`config.mk`:
```
export PLATFORM = sky130hd
export DESIGN_NAME = matrix_row_scheduler
export DESIGN_NICKNAME = d
export VERILOG_FILES = /design/src/rtl/matrix_row_scheduler.sv
export SDC_FILE = /design/constraint.sdc
export NUM_CORES = 1
export LEC_CHECK = 0
export CORE_MARGIN = 5
export CORE_UTILIZATION = 35
export CTS_CLUSTER_DIAMETER = 100
export DETAILED_ROUTE_END_ITERATION = 8
export GPL_TIMING_DRIVEN = 0
export SLEW_MARGIN = 0
export SYNTH_ARGS = -nofsm -noshare
export SYNTH_HDL_FRONTEND = slang
export SYNTH_SLANG_ARGS = --single-unit
```
`constraint.sdc`:
```
create_clock -name clk -period 3.4 [get_ports clk]
set_clock_uncertainty 0.15 [all_clocks]
set_input_delay 0.51 -clock clk [delete_from_list [all_inputs] [get_ports clk]]
set_output_delay 0.51 -clock clk [all_outputs]
set_load 0.01 [all_outputs]
```
`src/rtl/matrix_row_scheduler.sv`:
```
`default_nettype none
// ============================================================================
// Module   : matrix_row_scheduler
// Function : Walks a latched square matrix through an external row unit,
//            one masked row per cycle, and assembles the result matrix.
// Revision : 1.0 - initial release
// ============================================================================
module matrix_row_scheduler #(
    parameter int  ELEM_W = 8,
    parameter int  MAX_N  = 5,
    localparam int ROW_W  = ELEM_W * MAX_N,
    localparam int MAT_W  = ROW_W * MAX_N
) (
    input  logic             clk,
    input  logic             rst,
    input  logic             start,
    input  logic [2:0]       m_size,
    input  logic [MAT_W-1:0] mat_in,
    output logic [ROW_W-1:0] row_to_unit,
    input  logic [ROW_W-1:0] row_from_unit,
    input  logic             unit_ovf,
    output logic [MAT_W-1:0] mat_out,
    output logic             ovf,
    output logic             busy,
    output logic             done,
    output logic             err
);

    localparam logic [1:0] c_IDLE  = 2'd0;
    localparam logic [1:0] c_RUN   = 2'd1;
    localparam logic [1:0] c_DONE  = 2'd2;
    localparam logic [2:0] c_MAX_N = 3'(MAX_N);

    logic [1:0]       r_state;
    logic [MAT_W-1:0] r_mat;
    logic [MAT_W-1:0] r_mat_out;
    logic [2:0]       r_n;
    logic [2:0]       r_row;
    logic             r_ovf;
    logic             r_busy;
    logic             r_done;
    logic             r_err;

    logic [ROW_W-1:0] w_col_mask;
    logic [ROW_W-1:0] w_row_sel;
    logic             w_size_ok;
    logic             w_last;

    // Element c occupies the c-th ELEM_W slice counting down from the row MSB.
    for (genvar c = 0; c < MAX_N; c++) begin : g_mask
        assign w_col_mask[ROW_W-1-c*ELEM_W -: ELEM_W] =
            {ELEM_W{(3'(c) < r_n)}};
    end

    always_comb begin
        w_row_sel = '0;
        for (int i = 0; i < MAX_N; i++) begin
            if (r_row == 3'(i)) begin
                w_row_sel = r_mat[MAT_W-1-i*ROW_W -: ROW_W];
            end
        end
    end

    assign w_size_ok   = (m_size >= 3'd2) && (m_size <= c_MAX_N);
    assign w_last      = (r_row == (r_n - 3'd1));
    assign row_to_unit = (r_state == c_RUN) ? (w_row_sel & w_col_mask) : '0;

    always_ff @(posedge clk) begin
        if (rst) begin
            r_state   <= c_IDLE;
            r_mat     <= '0;
            r_mat_out <= '0;
            r_n       <= '0;
            r_row     <= '0;
            r_ovf     <= 1'b0;
            r_busy    <= 1'b0;
            r_done    <= 1'b0;
            r_err     <= 1'b0;
        end else begin
            case (r_state)
                c_IDLE: begin
                    r_done <= 1'b0;
                    r_err  <= 1'b0;
                    if (start) begin
                        r_mat     <= mat_in;
                        r_n       <= m_size;
                        r_row     <= '0;
                        r_mat_out <= '0;
                        r_ovf     <= 1'b0;
                        if (w_size_ok) begin
                            r_state <= c_RUN;
                            r_busy  <= 1'b1;
                        end else begin
                            // Bad size: report immediately, no row is ever presented.
                            r_state <= c_DONE;
                            r_busy  <= 1'b0;
                            r_done  <= 1'b1;
                            r_err   <= 1'b1;
                        end
                    end
                end
                c_RUN: begin
                    for (int i = 0; i < MAX_N; i++) begin
                        if (r_row == 3'(i)) begin
                            r_mat_out[MAT_W-1-i*ROW_W -: ROW_W] <= row_from_unit & w_col_mask;
                        end
                    end
                    r_ovf <= r_ovf | unit_ovf;
                    r_row <= r_row + 3'd1;
                    if (w_last) begin
                        r_state <= c_DONE;
                        r_busy  <= 1'b0;
                        r_done  <= 1'b1;
                        r_err   <= 1'b0;
                    end
                end
                c_DONE: begin
                    r_state <= c_IDLE;
                    r_done  <= 1'b0;
                    r_err   <= 1'b0;
                end
                default: begin
                    r_state <= c_IDLE;
                    r_busy  <= 1'b0;
                    r_done  <= 1'b0;
                    r_err   <= 1'b0;
                end
            endcase
        end
    end

    assign mat_out = r_mat_out;
    assign ovf     = r_ovf;
    assign busy    = r_busy;
    assign done    = r_done;
    assign err     = r_err;

endmodule
`default_nettype wire

```
* Word level (Yosys, flattened, before mapping)
Index checks and enable logic that the tools add are counted.
Word-level totals: register bits 412, output and inout port bits 244, word-level logic and storage cells 83
Cells by class: add/subtract/negate cells 2, order comparisons 7, reductions and logical operators 13, bitwise gates (word level) 4, equal/unequal tests 14, muxes and demuxes 30
Operator list (number):
- 40-bit two-way mux | 11
- 200-bit one-hot mux with 2 select lines | 1
- 200-bit two-way mux | 1
- 40-bit bitwise AND | 2
- 3-bit AND reduction | 6
- 2-bit inequality test, second input constant | 5
- 1-bit two-way mux | 7
- 3-bit by 2-bit == test with 1-bit output, second input constant | 2
- 1-bit by 3-bit less-than comparator with 1-bit output, first input constant | 2
- 2-bit by 3-bit less-than comparator with 1-bit output, first input constant | 2
- 2-bit two-way mux | 3
- 1-bit one-hot mux with 2 select lines | 3
- 3-bit one-hot mux with 2 select lines | 1
- 2-bit AND reduction | 3
- 2-bit by 1-bit inequality test with 1-bit output, second input constant | 2
- 2-bit one-hot mux with 2 select lines | 1
- 3-bit by 1-bit adder with 3-bit output, second input constant | 1
- 3-bit by 1-bit == test with 1-bit output, second input constant | 1
- 3-bit == test | 1
- 3-bit == test, second input constant | 1
- 3-bit by 2-bit greater-or-equal comparator with 1-bit output, second input constant | 1
- 3-bit less-or-equal comparator, second input constant | 1
- 3-bit zero test | 1
- 3-bit less-than comparator, first input constant | 1
- other kinds (10) | 10

* Logic depth before layout (Yosys ltp)
Gate-level depths: netlist of run 1.
depth in word-level cells 8, depth in mapped cells 10

* Least setup slack after synthesis of run 1
No wires, ideal clock.
path type reg-to-output, start point register r_row[0], end point output port row_to_unit[0], setup slack 0.983 ns, data arrival time 1.757 ns, stages on the path, launching flop included 10, cell sequence dfxtp_1 -> ha_1 -> ha_1 -> clkbuf_1 -> or2_2 -> clkbuf_1 -> buf_2 -> a21oi_1 -> a221oi_1 -> nor2_1
Between the ends: longest elaborated chain between the ends 8
Ends and longest elaborated chain:
- start, declared | RTL line 38 | logic [2:0] r_row;
- start signal, assigned | RTL line 109 | r_row <= r_row + 3'd1;
- 3-bit zero test | RTL line 58 | if (r_row == 3'(i)) begin
- 40-bit two-way mux (4 in series) | RTL line 58
- 40-bit two-way mux * | RTL line 58
- 40-bit bitwise AND * | RTL line 66 | assign row_to_unit = (r_state == c_RUN) ? (w_row_sel & w_col_mask) : '0;
- 40-bit two-way mux * | RTL line 66
- end, declared | RTL line 19 | output logic [ROW_W-1:0] row_to_unit,
Mark *: on every way between the ends. The rest lies on a longest branch, timed or not.

* Worst setup path in the final report of run 1
start point register r_row[0], end point output port row_to_unit[31]
The elaborated chain is that of the path after synthesis.

==> results.ini, run 1 <==
[global_route]
grt_pass1_wl_mm = 105
overflow = 0
track_usage_pct = 25.6
grt_pass1_vias = 17128
grt_max_degree = 17
antenna_found_initial = 7

[clock_tree]
clock_path_buffers = 3
cts_tree = done
cts_root_buf = clkbuf_16
holdBufCountCts = 0
clkTransAtPathRegs_ns = 0.06
cts_num_sinks = 412
clk_latency_ns = 0.58
cts_htree_levels = 2
cts_buffers = 45

[logic_synthesis]
syn_nets = 2476
yosys_register_bits = 412
ys_async_sr_fraction_pct = 0
synthCells = 2223
ys.flop_type = dfxtp_1
synth_edf_count = 0
synth_cell_types = 38
ys_seq_area_share_pct = 48.9
yosysWarnings = 0
synth.cell_area_mm2 = 0.0169
syn_area_per_cell_um2 = 7.59

[detailed_routing]
drc = 0
viasPerCell = 5.18
detail-route-antenna-nets = 0
finalWirelength_mm = 71.1
vias = 17663
wl_per_cell_um = 20.9
drt-pass1-iter-count = 8
first_iter_violations = 1364

[place]
pre_cts_ws_ns = -0.624
io_buffer_count = 489
place_congestion = 0.890
dp.final_hpwl_mm = 55.7

[sta]
maxSlewHeadroom_pct = 14.7
holdWs_ns = 0.301
drv_slew = 0
clock.fmax_ghz = 0.301
finalCritPeriodShare_pct = 97.6
finalSetupViolCount = 0
finalHoldViolations = 0
rsz0062_at_grt = true
timing_worst_slew_pin_value_ns = 1.28
finalWorstSetupSlack_ns = 0.0802
layout_min_cycle_time_ns = 3.32

[floorplan]
die-height_um = 230
floorplan.die_area_mm2 = 0.0527
io-pin-count = 491
die_x_um = 230
start_util_pct = 35.3
num_rows = 80
core_mm2 = 0.0477

[cells_and_area]
area_delta_synth_final_pct = 45.1
drive_above_1_share_pct = 9.72
final_nets = 3007

[status]
status = completed

[worst_setup_path]
cp_max_fo = 10
critPathLaunchType = flop
end_kind = output port
critical_path_required_ns = 2.74
cp.arrival_ns = 2.66
path_class = flop to output port

[pwr]
irDropWorstVdd_mv = 0.367
power_w = 0.0120
p_per_area_mw_per_mm2 = 489
power.leakage_nw = 8.85

[hold_path]
min_path_type = flop to flop

[flow_run]
maxCapViolCount = 0

-- cell usage in the layout (no fill, tap or decap), drive strengths merged, types with 2 or more instances in the layout --
cell type / instances
nand2b: 5
o21ai: 81
xnor2: 3
a21o: 5
nor2b: 2
nand3: 161
nor2: 50
buf: 112
dlygate4sd2: 29
clkinv: 3
diode: 5
a221oi: 40
inv: 46
dlymetal6s2s: 10
and2: 10
clkbuf: 158
nor3: 2
or2: 2
nand2: 691
ha: 6
a21oi: 496
nand3b: 4
clkdlybuf4s50: 449
dfxtp: 412
-- cell usage after synthesis, types with 2 or more instances --
library cell,instances,share of area [%]
buf_2,40,1.2
buf_6,26,1.7
nand3_1,161,4.8
ha_1,6,0.44
a21oi_4,3,0.29
xnor2_1,3,0.16
and2_1,8,0.30
nand2b_1,3,0.11
nand2b_4,2,0.16
clkbuf_1,87,1.9
o21ai_0,81,2.4
buf_4,35,1.6
inv_1,45,1.0
nor2b_1,2,0.074
a21oi_1,490,15
a21o_1,5,0.22
buf_1,11,0.24
a221oi_1,40,2.1
nand3b_4,3,0.36
nor3_1,2,0.059
and2_2,2,0.089
a21oi_2,3,0.16
nand2_1,691,15
nor2_1,49,1.1
dfxtp_1,412,49
-- report_power, final --
group / internal, W / switching, W / leakage [nW] / total [W]
clock network: 0.00298 / 0.00202 / 0.746 / 0.00500
registers: 0.00504 / 0.000134 / 3.35 / 0.00517
logic: 0.000723 / 0.00108 / 4.75 / 0.00180
-- cells by family after synthesis --
| family | Yosys count | share of synthesized area (%) |
|---|---|---|
| AND/OR/NAND/NOR | 928 | 22.6 |
| buffers and inverters | 244 | 7.66 |
| flip-flops | 412 | 48.9 |
| multiplexers | 1 | 0.0593 |
| XOR/XNOR | 5 | 0.349 |
| adder cells (fa/ha/maj) | 6 | 0.445 |
| AO/OA/AOI/OAI | 627 | 20.0 |
-- worst max-delay path, stage by stage, from the launching register on --
cell and delay, ns:
dfxtp_2 0.37, ha_1 0.25, ha_4 0.21, or2_4 0.30, buf_4 0.19, a21oi_1 0.17
a221oi_1 0.10, nor2_1 0.14, dlygate4sd2_1 0.35
-- path summary, 6_finish.rpt --
check | start | endpoint | slack (ns) | depth (start not counted)
worst max-delay path | r_row[0]$_SDFFE_PP0P_ | row_to_unit[31] | 0.08 | 8
worst min-delay path | r_mat[23]$_SDFFE_PP0P_ | r_mat[23]$_SDFFE_PP0P_ | 0.30 | 2
worst max register to register | r_row[0]$_SDFFE_PP0P_ | mat_out[5]$_SDFFE_PP0P_ | 1.29 | 8
worst min register to register | r_mat[23]$_SDFFE_PP0P_ | r_mat[23]$_SDFFE_PP0P_ | 0.30 | 2
-- through the flow --
step | setup TNS [ns] | std cells | area, um2 | utilization, %
2_1_floorplan | 0 | 2223 | 16900 | -
4_1_cts | -1.83 | 3403 | 24300 | 51.0
5_1_grt | -0.0127 | 3409 | 24500 | 51.3
3_5_place_dp | -15.31 | 3327 | 22500 | 47.2
3_3_place_gp | -15.94 | 3327 | 22500 | 47.2
6_report | 0 | 3409 | 24500 | 51.3
-- repair_timing --
action	CTS	global route
buffers inserted	0	3
pin swaps	5	2
resized for setup	119	49
setup endpoints to repair	40	32
hold endpoints to repair	0	0
gates cloned	0	0
-- state kept, by name, summed over array words and instances (netlist names) --
| name | cells |
|---|---|
| busy | 1 |
| r_row | 3 |
| r_state | 2 |
| mat_out | 200 |
| ovf | 1 |
| r_n | 3 |
| err | 1 |
| done | 1 |
| r_mat | 200 |
-- layout make-up --
class,count,area [um2]
Antenna cell,5,12.5
Buffer,191,1180
Clock buffer,76,1460
Clock inverter,6,65.1
Fill cell,4539,23300
Inverter,45,169
Multi-Input combinational cell,1567,7670
Sequential cell,412,8250
Tap cell,615,769
Timing Repair Buffer,492,4920
-- layer usage --
metal  routed length, um  track usage [%]
met1               30000             32.9
met2               33600             42.9
met3                4860             4.56
met4                2580             9.68
met5                  11                0
Note: power is estimated with default switching activity, not from simulation.
==> inputs of run 2 (changes only) <==
--- a/config.mk
+++ b/config.mk
@@ -10,6 +10,7 @@
 export CTS_CLUSTER_DIAMETER = 100
 export DETAILED_ROUTE_END_ITERATION = 8
 export GPL_TIMING_DRIVEN = 0
+export SETUP_SLACK_MARGIN = 0.4
 export SLEW_MARGIN = 0
 export SYNTH_ARGS = -nofsm -noshare
 export SYNTH_HDL_FRONTEND = slang
==> results.ini, run 2 (same netlist as run 1, synthesis figures left out) <==
[clock_tree]
clk_latency_ns = 0.57
cts_buffers = 45
clkTransAtPathRegs_ns = 0.06
cts_num_sinks = 412
cts_root_buf = clkbuf_16
cts_tree = done
cts_htree_levels = 2
clock_path_buffers = 3

[pwr]
pwr-share-clk_pct = 41.5
p_per_area_mw_per_mm2 = 481
power.switching_w = 0.00326
power.leakage_nw = 8.86
power_w = 0.0120
seq_power_share_pct = 43.0
p_comb_share_pct = 15.5
swShare_pct = 27.1
internal-power_w = 0.00877
irDropWorstVdd_mv = 0.366

[worst_setup_path]
setup.worst_path.start = r_row[0]$_SDFFE_PP0P_
cp_common_cell = ha_4
path_class = flop to output port
cp_max_fo = 10
critPathLaunchType = flop
timing.rr.end = mat_out[120]$_SDFFE_PP0P_
r2r_start = r_row[0]$_SDFFE_PP0P_
crit_path_top_delay_cell = dfxtp_4
r2r.worst_path.cells = 9
r2r_slack_ns = 1.27
cp.depth = 10
end_kind = output port
critPathBufInv = 4
slowest_delay_ns = 0.36
critical_path_required_ns = 2.74
path_cells = ha_4 -> ha_4 -> buf_8 -> or2_4 -> clkbuf_16 -> buf_12 -> a21oi_4 -> a221oi_2 -> nor2_1 -> buf_2
crit_end = row_to_unit[22]
cp.arrival_ns = 2.49
crit_family = buffers and inverters

[sta]
layout_min_cycle_time_ns = 3.15
holdWs_ns = 0.300
finalSetupViolCount = 0
finalHoldViolations = 0
finalWorstSetupSlack_ns = 0.255
rsz0062_at_grt = true
maxSlewHeadroom_pct = 14.0
clock.fmax_ghz = 0.318
timing_worst_slew_pin_value_ns = 1.29
finalCritPeriodShare_pct = 92.5
drv_slew = 0

[hold_path]
min_path_type = flop to flop

[cells_and_area]
most-common-layout-cells = nand2_1 (690), clkdlybuf4s50_1 (449), a21oi_1 (441), dfxtp_1 (410), nand3_1 (161)
multi_input_area_mm2 = 0.00810
fin_cells = 3425
area_delta_synth_final_pct = 48.4
final_nets = 3022
fillers = 4447
final_common_cell = nand2_1
regArea_mm2 = 0.00826
drive_above_1_share_pct = 13.4
post-route-util_pct = 52.5

[detailed_routing]
drc = 0
vias = 17880
first_iter_violations = 1503
viasPerCell = 5.22
wl_per_cell_um = 21.1
detail-route-antenna-nets = 0
finalWirelength_mm = 72.3
drt-pass1-iter-count = 6

[status]
status = completed

[global_route]
grt_pass1_wl_mm = 106
grt_max_degree = 14
antenna_found_initial = 8
track_usage_pct = 25.9
use_met2_pct = 43.4
grt.busiest_layer = met2
gr-usage-met3_pct = 4.47
overflow = 0
met1_usage_pct = 33.2
grt_pass1_vias = 17332

[floorplan]
io-pin-count = 491
die_x_um = 230
num_rows = 80
core_mm2 = 0.0477
die-height_um = 230
start_util_pct = 35.3
floorplan.die_area_mm2 = 0.0527

[flow_run]
maxCapViolCount = 0

[place]
pre_cts_ws_ns = -0.624
dp.final_hpwl_mm = 55.7
placed_cells = 3327
io_buffer_count = 489
place_congestion = 0.890

## run 2: tightest hold or removal path, delay by kind of cell (launching register included)
family	cells	cell delay, ns
AO/OA/AOI/OAI	1	0.05
flip-flops	1	0.30
AND/OR/NAND/NOR	1	0.05
## run 2: per-layer routing
metal  share of wire (%)  wire length [um]
met1                  42             30600
met2                  48             34400
met3                 6.4              4590
met4                 3.7              2680
met5               0.015                11
## run 2: worst min path at each step
stage	start	end	slack, ns	cells past startpoint
after global routing	r_mat[16]$_SDFFE_PP0P_	r_mat[16]$_SDFFE_PP0P_	0.32	2
after floorplan	r_mat[0]$_SDFFE_PP0P_	r_mat[0]$_SDFFE_PP0P_	0.28	2
after CTS	rst	done$_SDFFE_PP0P_	0.29	3
after global placement	r_mat[16]$_SDFFE_PP0P_	r_mat[16]$_SDFFE_PP0P_	0.29	2
after detailed placement	r_mat[33]$_SDFFE_PP0P_	r_mat[33]$_SDFFE_PP0P_	0.29	2
final	r_mat[23]$_SDFFE_PP0P_	r_mat[23]$_SDFFE_PP0P_	0.30	2
## run 2: area by class of cell
type                       count  area share, %
inverter                      45          0.674
clock inverter                 6          0.260
buffer                       198           5.62
tap                          615           3.07
antenna                        6         0.0600
multi-input combinational   1567           32.4
sequential                   412           33.0
timing repair buffer         500           19.2
clock buffer                  76           5.81
## run 2: stage by stage
stage | setup TNS [ns] | instance area [um2]
2_1_floorplan | 0 | 16900
3_3_place_gp | -15.94 | 22500
3_5_place_dp | -15.31 | 22500
4_1_cts | 0 | 24800
5_1_grt | 0 | 25000
6_report | 0 | 25000
## run 2: power by group through the flow
stage,Sequential (W),Combinational (W),Clock [W]
floorplan,0.00523,0.000941,0
global placement,0.00526,0.00173,0
detailed placement,0.00527,0.00175,0
CTS,0.00517,0.00184,0.00507
global route,0.00520,0.00201,0.00526
finish,0.00518,0.00187,0.00499
## run 2: what timing repair did
item | 4_1_cts | 5_1_grt
setup endpoints to repair | 40 | 40
gates cloned | 2 | 0
gates resized for setup | 385 | 44
hold buffers | 0 | 0
buffers inserted | 9 | 0
pin swaps | 58 | 14
==> inputs of run 3 (changes only) <==
--- a/config.mk
+++ b/config.mk
@@ -10,7 +10,7 @@
 export CTS_CLUSTER_DIAMETER = 100
 export DETAILED_ROUTE_END_ITERATION = 8
 export GPL_TIMING_DRIVEN = 0
-export SETUP_SLACK_MARGIN = 0.4
+export SETUP_SLACK_MARGIN = 0.1
 export SLEW_MARGIN = 0
 export SYNTH_ARGS = -nofsm -noshare
 export SYNTH_HDL_FRONTEND = slang
==> results.ini, run 3 (same netlist as run 1, synthesis figures left out) <==
[status]
status = completed

[pwr]
irDropWorstVdd_mv = 0.364
power.leakage_nw = 8.60
power_w = 0.0120
p_per_area_mw_per_mm2 = 488

[cells_and_area]
final_common_cell = nand2_1
most-common-layout-cells = nand2_1 (690), a21oi_1 (462), clkdlybuf4s50_1 (449), dfxtp_1 (410), nand3_1 (161)
drive_above_1_share_pct = 11.7
final_nets = 3010
fin_cells = 3412
area_delta_synth_final_pct = 45.5
fillers = 4518
final_area_mm2 = 0.0245

[worst_setup_path]
r2r_start = r_state[1]$_SDFFE_PP0P_
r2r_slack_ns = 1.31
critPathLaunchType = flop
critPathBufInv = 3
timing.rr.end = r_mat[104]$_SDFFE_PP0P_
path_class = flop to output port
r2r.worst_path.cells = 7
crit_family = buffers and inverters
end_kind = output port
crit_path_top_delay_cell = dfxtp_2
cp.arrival_ns = 2.63
cp_max_fo = 10
path_cells = ha_1 -> ha_1 -> clkbuf_8 -> or2_4 -> buf_8 -> a21oi_2 -> a221oi_1 -> nor2_1 -> clkdlybuf4s15_2
critical_path_required_ns = 2.74
cp_common_cell = ha_1
slowest_delay_ns = 0.35

[detailed_routing]
wl_per_cell_um = 20.9
vias = 17714
drc = 0
detail-route-antenna-nets = 0
drt-pass1-iter-count = 8
finalWirelength_mm = 71.4
first_iter_violations = 1365
viasPerCell = 5.19

[floorplan]
io-pin-count = 491
core_mm2 = 0.0477
die-height_um = 230
start_util_pct = 35.3
num_rows = 80
floorplan.die_area_mm2 = 0.0527
die_x_um = 230

[clock_tree]
clk_latency_ns = 0.57
holdBufCountCts = 0
clock_path_buffers = 3
cts_htree_levels = 2
cts_root_buf = clkbuf_16
cts_buffers = 45
cts_num_sinks = 412
clkTransAtPathRegs_ns = 0.06
cts_tree = done
cts_setup_buffers = 0

[global_route]
track_usage_pct = 25.6
grt_pass1_wl_mm = 105
overflow = 0
antenna_found_initial = 7
grt_pass1_vias = 17101
grt_max_degree = 17

[place]
io_buffer_count = 489
place_congestion = 0.890
dp.final_hpwl_mm = 55.7
placed_cell_area_mm2 = 0.0225
placed_cells = 3327

[sta]
finalSetupViolCount = 0
finalHoldViolations = 0
layout_min_cycle_time_ns = 3.29
finalCritPeriodShare_pct = 96.8
clock.fmax_ghz = 0.304
drv_slew = 0
rsz0062_at_grt = true
timing_worst_slew_pin_value_ns = 1.24
maxSlewHeadroom_pct = 17.5
fin_tns_setup_ns = 0

[hold_path]
worstHoldEndpoint = mat_out[99]$_SDFFE_PP0P_
hold_start = mat_out[99]$_SDFFE_PP0P_
worst_hold_path.num_cells = 2
min_path_type = flop to flop

[flow_run]
maxCapViolCount = 0

run 3: cell types whose count changed in the layout (fill, tap and decap cells not counted), moves of 4 or more:
cell | before | now
o21ai_1 | 19 | 5
o21ai_0 | 59 | 76
buf_12 | 4 | 0
buf_4 | 51 | 38
a221oi_2 | 27 | 22
clkdlybuf4s15_2 | 0 | 20
a21oi_4 | 32 | 11
clkbuf_1 | 66 | 71
buf_2 | 77 | 63
a21oi_1 | 441 | 462
clkbuf_4 | 7 | 2
a221oi_1 | 5 | 13
run 3: worst reg2reg max path, delay by kind of cell, from the launching register on:
family | cells | cell delay (ns)
AO/OA/AOI/OAI | 1 | 0.14
buffers and inverters | 3 | 0.90
flip-flops | 1 | 0.30
AND/OR/NAND/NOR | 3 | 0.54
run 3: worst max-delay path by stage:
stage	startpoint	end	slack, ns	cells past startpoint
5_1_grt	r_row[0]$_SDFFE_PP0P_	row_to_unit[26]	0.04	9
2_1_floorplan	r_row[0]$_SDFFE_PP0P_	row_to_unit[0]	0.98	9
4_1_cts	r_row[0]$_SDFFE_PP0P_	row_to_unit[28]	0.03	9
6_report	r_row[0]$_SDFFE_PP0P_	row_to_unit[27]	0.11	9
3_5_place_dp	r_row[0]$_SDFFE_PP0P_	row_to_unit[28]	-0.62	10
3_3_place_gp	r_row[0]$_SDFFE_PP0P_	row_to_unit[28]	-0.66	10
run 3: layout make-up:
| class | count | area (um2) | area share [%] |
|---|---|---|---|
| clock inverter | 6 | 65.1 | 0.265 |
| inverter | 45 | 169 | 0.688 |
| multi-input combinational | 1567 | 7740 | 31.5 |
| tap | 615 | 769 | 3.14 |
| sequential | 412 | 8250 | 33.6 |
| buffer | 197 | 1260 | 5.12 |
| antenna | 5 | 12.5 | 0.0510 |
| timing repair buffer | 489 | 4820 | 19.7 |
| clock buffer | 76 | 1460 | 5.93 |
run 3: stage by stage:
step | hold slack (ns) | worst slack [ns] | utilization (%)
2_1_floorplan | 0.283 | 0.983 | -
3_3_place_gp | 0.291 | -0.658 | 47.2
3_5_place_dp | 0.293 | -0.624 | 47.2
4_1_cts | 0.295 | 0.0303 | 51.1
5_1_grt | 0.317 | 0.0411 | 51.4
6_report | 0.303 | 0.110 | 51.4
run 3: timing repair:
| action | CTS | global route |
|---|---|---|
| resized for setup | 233 | 62 |
| setup endpoints to repair | 40 | 38 |
| pin swaps | 27 | 15 |
run 3: power by group:
group          total [W]  internal, W  switching [W]
clock network    0.00499      0.00298        0.00201
registers        0.00517      0.00504       0.000133
logic            0.00181     0.000722        0.00109
total             0.0120      0.00874        0.00323
run 3: per-layer routing:
metal | vias to the layer above | track usage [%] | part of all wire [%]
met3 | 126 | 4.46 | 6.6
met4 | 2 | 9.51 | 3.4
met1 | 8387 | 32.9 | 42
li1 | 8496 | - | -
met2 | 703 | 43.1 | 48
met5 | - | 0 | 0.015
